$ cat src/rtl/mar_ctrl.sv
// mar_ctrl
//   Memory address register with multi-source load, increment and a
//   req/ack memory access sequencer with an optional timeout. The address
//   handed to memory is captured when an access starts and held stable
//   until the access completes or is aborted.
//
// Parameters
//   AW        address width in bits
//   NSRC      number of load sources (>=1), higher index wins
//   AUTO_INC  1: register increments when an access is acknowledged
//   TIMEOUT   cycles allowed in REQ without ack before abort, 0 = no limit
//
// Ports
//   clk        clock, rising edge
//   rst_n      asynchronous reset, active-low
//   ld_sel     per-source load request (may be multi-hot)
//   src_addr   flattened sources, source i = [i*AW +: AW]
//   inc        increment register by 1 (IDLE only)
//   mem_start  request a memory access (IDLE only)
//   mem_ack    memory acknowledge (REQ only)
//   mar_out    current register value
//   mem_addr   address presented to memory
//   mem_req    registered access request
//   busy       high while an access is outstanding
//   err        sticky timeout flag, cleared by the next accepted access
//   wrap       one-cycle pulse when an increment rolls over all-ones -> 0
module mar_ctrl #(
   parameter int AW       = 8,
   parameter int NSRC     = 2,
   parameter int AUTO_INC = 0,
   parameter int TIMEOUT  = 15
) (
   input  logic                 clk,
   input  logic                 rst_n,
   input  logic [NSRC-1:0]      ld_sel,
   input  logic [NSRC*AW-1:0]   src_addr,
   input  logic                 inc,
   input  logic                 mem_start,
   input  logic                 mem_ack,
   output logic [AW-1:0]        mar_out,
   output logic [AW-1:0]        mem_addr,
   output logic                 mem_req,
   output logic                 busy,
   output logic                 err,
   output logic                 wrap
);

   localparam int TW = (TIMEOUT > 0) ? $clog2(TIMEOUT + 1) : 1;

   typedef enum logic {
      IDLE,
      REQ
   } state_t;

   state_t          r_state;
   logic [AW-1:0]   r_mar;
   logic [AW-1:0]   r_memAddr;
   logic            r_memReq;
   logic            r_busy;
   logic            r_err;
   logic            r_wrap;
   logic [TW-1:0]   r_timer;

   logic [AW-1:0]   w_ldAddr;
   logic            w_ldAny;
   logic [AW-1:0]   w_marInc;
   logic            w_marOnes;
   logic [AW-1:0]   w_idleNext;
   logic            w_idleWrap;
   logic [TW-1:0]   w_timerNext;
   logic            w_timeout;

   // Scanning upward lets the highest set source overwrite lower ones.
   always_comb begin
      w_ldAddr = '0;
      for (int i = 0; i < NSRC; i++) begin
         if (ld_sel[i]) begin
            w_ldAddr = src_addr[i*AW +: AW];
         end
      end
   end

   assign w_ldAny     = |ld_sel;
   assign w_marInc    = r_mar + AW'(1);
   assign w_marOnes   = &r_mar;
   assign w_idleNext  = w_ldAny ? w_ldAddr : (inc ? w_marInc : r_mar);
   assign w_idleWrap  = !w_ldAny && inc && w_marOnes;
   assign w_timerNext = r_timer + TW'(1);
   // Expires on the edge that completes the TIMEOUT-th cycle spent in REQ.
   assign w_timeout   = (TIMEOUT > 0) && (w_timerNext == TW'(TIMEOUT));

   // Sequencer. The IDLE next-address is also what gets latched into
   // mem_addr on start, so a same-cycle load/inc is forwarded to memory.
   // In REQ an ack takes precedence over a timeout expiring on the same edge.
   always_ff @(posedge clk or negedge rst_n) begin
      if (!rst_n) begin
         r_state   <= IDLE;
         r_mar     <= '0;
         r_memAddr <= '0;
         r_memReq  <= 1'b0;
         r_busy    <= 1'b0;
         r_err     <= 1'b0;
         r_wrap    <= 1'b0;
         r_timer   <= '0;
      end else begin
         r_wrap <= 1'b0;
         case (r_state)
            IDLE: begin
               r_mar  <= w_idleNext;
               r_wrap <= w_idleWrap;
               if (mem_start) begin
                  r_state   <= REQ;
                  r_memReq  <= 1'b1;
                  r_busy    <= 1'b1;
                  r_timer   <= '0;
                  r_err     <= 1'b0;
                  r_memAddr <= w_idleNext;
               end
            end
            REQ: begin
               if (mem_ack) begin
                  r_state  <= IDLE;
                  r_memReq <= 1'b0;
                  r_busy   <= 1'b0;
                  if (AUTO_INC != 0) begin
                     r_mar  <= w_marInc;
                     r_wrap <= w_marOnes;
                  end
               end else if (TIMEOUT > 0) begin
                  if (w_timeout) begin
                     r_state  <= IDLE;
                     r_memReq <= 1'b0;
                     r_busy   <= 1'b0;
                     r_err    <= 1'b1;
                  end else begin
                     r_timer <= w_timerNext;
                  end
               end
            end
            default: begin
               r_state <= IDLE;
            end
         endcase
      end
   end

   assign mar_out  = r_mar;
   assign mem_addr = r_memAddr;
   assign mem_req  = r_memReq;
   assign busy     = r_busy;
   assign err      = r_err;
   assign wrap     = r_wrap;

endmodule

$ cat config.mk
export PLATFORM = sky130hd
export DESIGN_NAME = mar_ctrl
export DESIGN_NICKNAME = d
export VERILOG_FILES = /design/src/rtl/mar_ctrl.sv
export SDC_FILE = /design/constraint.sdc
export NUM_CORES = 1
export LEC_CHECK = 0
export CAP_MARGIN = 20
export CORE_ASPECT_RATIO = 0.6
export CORE_MARGIN = 5
export CORE_UTILIZATION = 40
export CTS_CLUSTER_SIZE = 20
export DETAILED_ROUTE_END_ITERATION = 12
export MAX_ROUTING_LAYER = met4
export PLACE_DENSITY = 0.75
export SLEW_MARGIN = 15
export SYNTH_ARGS = -nofsm -noshare
export SYNTH_HDL_FRONTEND = slang
export SYNTH_SLANG_ARGS = --single-unit
$ cat constraint.sdc
create_clock -name clk -period 1.7 [get_ports clk]
set_clock_uncertainty 0.15 [all_clocks]
set_input_delay 0.34 -clock clk [delete_from_list [all_inputs] [get_ports clk]]
set_output_delay 0.34 -clock clk [all_outputs]
set_load 0.02 [all_outputs]
# Yosys cells after proc, flatten, opt, wreduce, memory -nomap -nowiden
# Cells that the tools add are included.
[op_classes]
n_addsub = 2
eq_ne = 6
muxes = 21
bitwise_logic = 1
reduce_logical = 9
[ops]
columns = ["op", "count"]
rows = [
  ["$mux W8", 4],
  ["$mux W4", 3],
  ["$mux W1", 10],
  ["$add A8 B1 Y8 const B", 1],
  ["$pmux W4 S2", 1],
  ["$reduce_and A8 Y1", 1],
  ["$ne A2 B2 Y1 const B", 3],
  ["$pmux W1 S2", 3],
  ["$reduce_and A3 Y1", 2],
  ["$add A4 B1 Y4 const B", 1],
  ["$eq A4 B4 Y1 const B", 1],
  ["$reduce_and A2 Y1", 2],
  ["$ne A3 B2 Y1 const B", 1],
  ["$logic_and A1 B1 Y1", 2],
  ["$ne A2 B1 Y1 const B", 1],
  ["$reduce_or A2 Y1", 1],
  ["$logic_not A1 Y1", 1],
  ["$not A1 Y1", 1],
]
[totals]
regBits = 24
input_bits = 23
output_inout_bits = 20
elab_cells = 46

# Depth between registers and ports, before layout
[depth]
word_depth = 5
mapped_depth = 5
ltp_nobuf = 5

# Worst setup path before layout
# No wires, ideal clock.
[synth_path]
kind = "reg2reg"
from = "reg r_mar[0], in the netlist mar_out[0]"
to = "reg r_memAddr[1], in the netlist mem_addr[1]"
setup_time_ns = 0.125
t_arrival_ns = 1.507
required_time_ns = 1.425
slack_ns = -0.082
stages_incl_launch_ff = 6
path_buffers = 0
synth_period_minus_slack_ns = 1.782
path_cell_list = "dfrtp_1 ha_1 mux2i_1 o21ai_1 mux2_2 mux2_2"
[synth_between]
elab_chain_len = 3
[synth_rtl]
columns = ["element", "line", "text"]
rows = [
  ["start: declaration", "56", "logic [AW-1:0] r_mar;"],
  ["start signal: assignment", "109", "r_mar <= w_idleNext;"],
  ["start signal: assignment", "126", "r_mar <= w_marInc;"],
  ["$add A8 B1 Y8", "84", "assign w_marInc = r_mar + AW'(1);"],
  ["$mux W8 (2 in series)", "86", "assign w_idleNext = w_ldAny ? w_ldAddr : (inc ? w_marInc : r_mar);"],
  ["end signal: assignment", "117", "r_memAddr <= w_idleNext;"],
  ["end: declaration", "57", "logic [AW-1:0] r_memAddr;"],
]
# No other way between the ends.
# A chain may end at the register's enable or synchronous reset.

# Worst setup path after layout
[layout_path]
from = "reg r_timer[1]"
to = "reg r_timer[3]"
[layout_between]
elab_chain_len = 4
word_cells_on_any_way = 7
classes_between = "add/sub (1); eq/ne (2); mux (3); reduce/logical (1)"
[layout_rtl]
columns = ["element", "line", "text"]
rows = [
  ["start: declaration", "62", "logic [TW-1:0] r_timer;"],
  ["start signal: assignment", "136", "r_timer <= w_timerNext;"],
  ["$add A4 B1 Y4 (*)", "88", "assign w_timerNext = r_timer + TW'(1);"],
  ["$eq A4 B4 Y1 / $mux W4 (equally long branches)", "90, 130", ""],
  ["$ne A2 B2 Y1 (no source line) / $mux W4 (equally long branches)", "n/a", ""],
  ["$reduce_and A3 Y1 (no source line) / $pmux W4 S2 (equally long branches)", "n/a", ""],
]
# Mark *: on every way between the ends. The rest lies on a longest branch, timed or not. The select of a mux whose other input is x is not followed.

==> impl_results.md <==
- Status: finished with violations
- Violated checks: setup timing
- Worst R2R Setup Slack: -0.006 ns
- Yosys cell types: 38
- Register area: around 600 um^2
- RSZ-0062 raised after global routing: yes
- Worst Path Max Fanout: 4
- Post-route ant nets: 0
- Top-area cell type share of the netlist area: 0.4432
- Post-CTS Setup Bufs: 0
- Clock Latency Late Sink: roughly 0.27 ns
- Ys flop type: dfrtp_1
- Largest net degree at the start of global routing: 25
- CTS clock-pin slew for the worst setup and hold paths: approximately 0.08 ns
- Drt via density: approximately 5.3
- Combinational share of power: 0.428
- Clock group share of total power: 0.178
- Slew Limit Headroom: 0.7655
- Worst Hold Class: in2async
- Cell taking the most area after synthesis: dfrtp_1
- Rows: 16
- Non-filler cells, final: between 200 and 250
- Ys async rst share: 1.000
- CP Data Arrival Time: roughly 1.7 ns
- Power Density: ~1100 nW/um^2
- Vias in the first global route: approximately 1300
- FF+latch count, synth: 24
- Dpl ws: -0.4304 ns
- Hpwl dp: 2.841 mm
- Synthesized area: 1355 um^2
- Critical path class: reg2reg
- Number of flops mapped to enable cells by yosys: 0
- Cell Area, Placed: a little under 2000 um^2
- Initial antenna violation count: 0
- Final period util: 1.004
- Gr ovfl total: 0
- R2R cell count: 5
- Avg Cell Area, Syn: a little under 10 um^2
- Routability cong.: approximately 0.84
- Sequential share of the synthesized area: 0.4432
- Initial DRC count: 60
- IO Port Bufs: 42
- P_int: 1.346 mW
- Measured slew at the worst slew-check pin: approximately 0.35 ns
- Layout area overhead: 48.38%
- Chip width: 85.14 um
- Worst path required time: ~1.7 ns
- CTS tree: done
- Core Region: between 3000 and 4000 um^2
- Clock Tree Root: clkbuf_8
- Final setup fails: 1
- IO Pins: between 40 and 50
- Die area: ~4700 um^2
- Sw frac: 0.3753
- Pleak: around 0.89 nW
- Drt drc: 0
- Slew Limit Fails: 0
- Area taken by multi-input logic gates: between 700 and 800 um^2
- Vias: 1268
- Synth top area cells: dfrtp_1 (44%), mux2_2 (5.8%), a31oi_1 (4.6%)
- First-pass iteration count of the detailed router: 4
- Initial Util: 0.4153
- Net Count, Synth: roughly 160
- Max Cap Violations: 0
- Global-route wire length before repair: about 5.8 mm
- Sequential power share: 0.393
- NetSw: 0.8088 mW
- Die height: about 55 um
- Cells after Synth: approximately 140
- Clock Sink Count: 24
- CP Capture Type: flip-flop
- Cts bufs inserted: 3
- CTS Buffer Depth: 2
- Final TNS setup: -0.006379 ns
- Final layout net count: about 220
- Fmax: 0.5860 GHz
- Fin util: 0.6162
- Tot GR Track Use: 0.1669
- Yosys warning count: 0
- Min Tclk post-route: roughly 1.7 ns
- Antenna Cells: 0
- Total wire length: roughly 3.7 mm
- CTS HTree Levels: 1
- WL per Instance: between 15 and 20 um
- Final instance area: about 2000 um^2
- Final hold violations: 0
- Fin worst setup slack: -0.006379 ns
- Cells after DPL: ~240
- Peak VDD IR: ~0.72 mV
- Filler cells: between 200 and 300
- Share of layout cells above drive strength 1: 0.2216
- CP startpoint kind: flip-flop
-- routing by layer --
layer / vias to the layer above / share of wire / GRT usage
li1: 612 / - / -
met1: 607 / 0.46 / 0.2067
met2: 42 / 0.47 / 0.2784
met3: 7 / 0.062 / 0.04586
met4: 0 / 0.0077 / 0.03947
met5: - / 0 / -
-- cell usage in the layout, fill, tap and decap left out, types with 2 or more instances in the layout --
cell type and n:
buf_4 16, nor2_1 11, inv_1 6, a31oi_1 10, nand2_1 13, clkbuf_8 4, and3b_1 2, o21ai_0 5
dlymetal6s2s_1 2, dlygate4sd2_1 18, xnor2_1 3, o311ai_2 2, nor3_1 4, mux2_2 6, a21oi_1 2, dfrtp_2 3
dfrtp_1 21, nand3_1 5, nand4_1 2, o21ai_1 4, o21a_1 3, nor2b_1 2, clkdlybuf4s50_1 20, o211ai_1 2
nand2b_1 3, mux2i_1 3, clkdlybuf4s15_1 2
-- area by class of cell --
| class | instances | area share |
|---|---|---|
| tap | 45 | 0.02800 |
| inverter | 7 | 0.01307 |
| multi-input combinational | 101 | 0.3709 |
| timing repair buffer | 58 | 0.2601 |
| sequential | 24 | 0.3006 |
| clock buffer | 4 | 0.02738 |
-- power groups by stage --
stage | sequential, mW | combinational (mW) | clock (mW)
2_1_floorplan | 0.979 | 0.356 | 0
3_3_place_gp | 0.842 | 0.933 | 0
3_5_place_dp | 0.849 | 0.963 | 0
4_1_cts | 0.842 | 0.897 | 0.394
5_1_grt | 0.868 | 1.00 | 0.424
6_report | 0.848 | 0.923 | 0.385
-- stage by stage --
step                      power (mW)  hold WS (ns)
after floorplan                1.336       -0.1056
after global placement         1.775        0.3309
after detailed placement       1.812        0.3451
after CTS                      2.133        0.2822
after global routing           2.293        0.3077
final                          2.155        0.2703
-- critical path, cell delays in order (launching register included) --
cell and delay [ns]:
dfrtp_1 0.41, ha_2 0.21, nor2b_4 0.13, a311oi_4 0.34, a21o_1 0.24, o22ai_1 0.11
-- worst paths after layout --
| check | end | from |
|---|---|---|
| min | mem_addr[0]$_DFFE_PN0P_ | rst_n |
| max in group asynchronous | mar_out[2]$_DFFE_PN0N_ | rst_n |
| min reg2reg | err$_DFFE_PN0P_ | err$_DFFE_PN0P_ |
| max | r_timer[3]$_DFFE_PN0P_ | r_timer[1]$_DFFE_PN0P_ |
| max reg2reg | r_timer[3]$_DFFE_PN0P_ | r_timer[1]$_DFFE_PN0P_ |
| min in group clk | err$_DFFE_PN0P_ | err$_DFFE_PN0P_ |
-- timing repair --
item / in CTS / in global routing
hold endpoints to repair: 0 / 0
pin swaps: 2 / 5
hold buffers: 0 / 0
gates resized for setup: 21 / 13
endpoints found under the setup margin: 32 / 13
-- cells in the mapped netlist, drive strengths merged, types with 2 or more instances --
cell,instances
o311ai,2
nor2b,4
nand2,13
mux2i,3
a31oi,10
and3b,2
o21ai,9
nor3,5
nand2b,3
o211ai,3
xnor2,3
o21a,3
nor2,11
buf,5
a21boi,3
nand4,3
nand3,5
inv,7
dfrtp,24
mux2,7
ha,3
a21oi,2
-- logic make-up after synthesis --
| group | after synthesis | synth area share |
|---|---|---|
| AND/OR/NAND/NOR | 47 | 0.1782 |
| multiplexers | 10 | 0.08034 |
| flip-flops | 24 | 0.4432 |
| adder cells (fa/ha/maj) | 3 | 0.02770 |
| buffers and inverters | 13 | 0.04616 |
| AO/OA/AOI/OAI | 37 | 0.1985 |
| XOR/XNOR | 4 | 0.02586 |
-- registers in the layout, indices dropped and copies added, names as in the netlist --
name / cells
mar_out: 8
mem_addr: 8
r_timer: 4
busy: 1
err: 1
r_state: 1
wrap: 1
(Power assumes the default switching activity.)
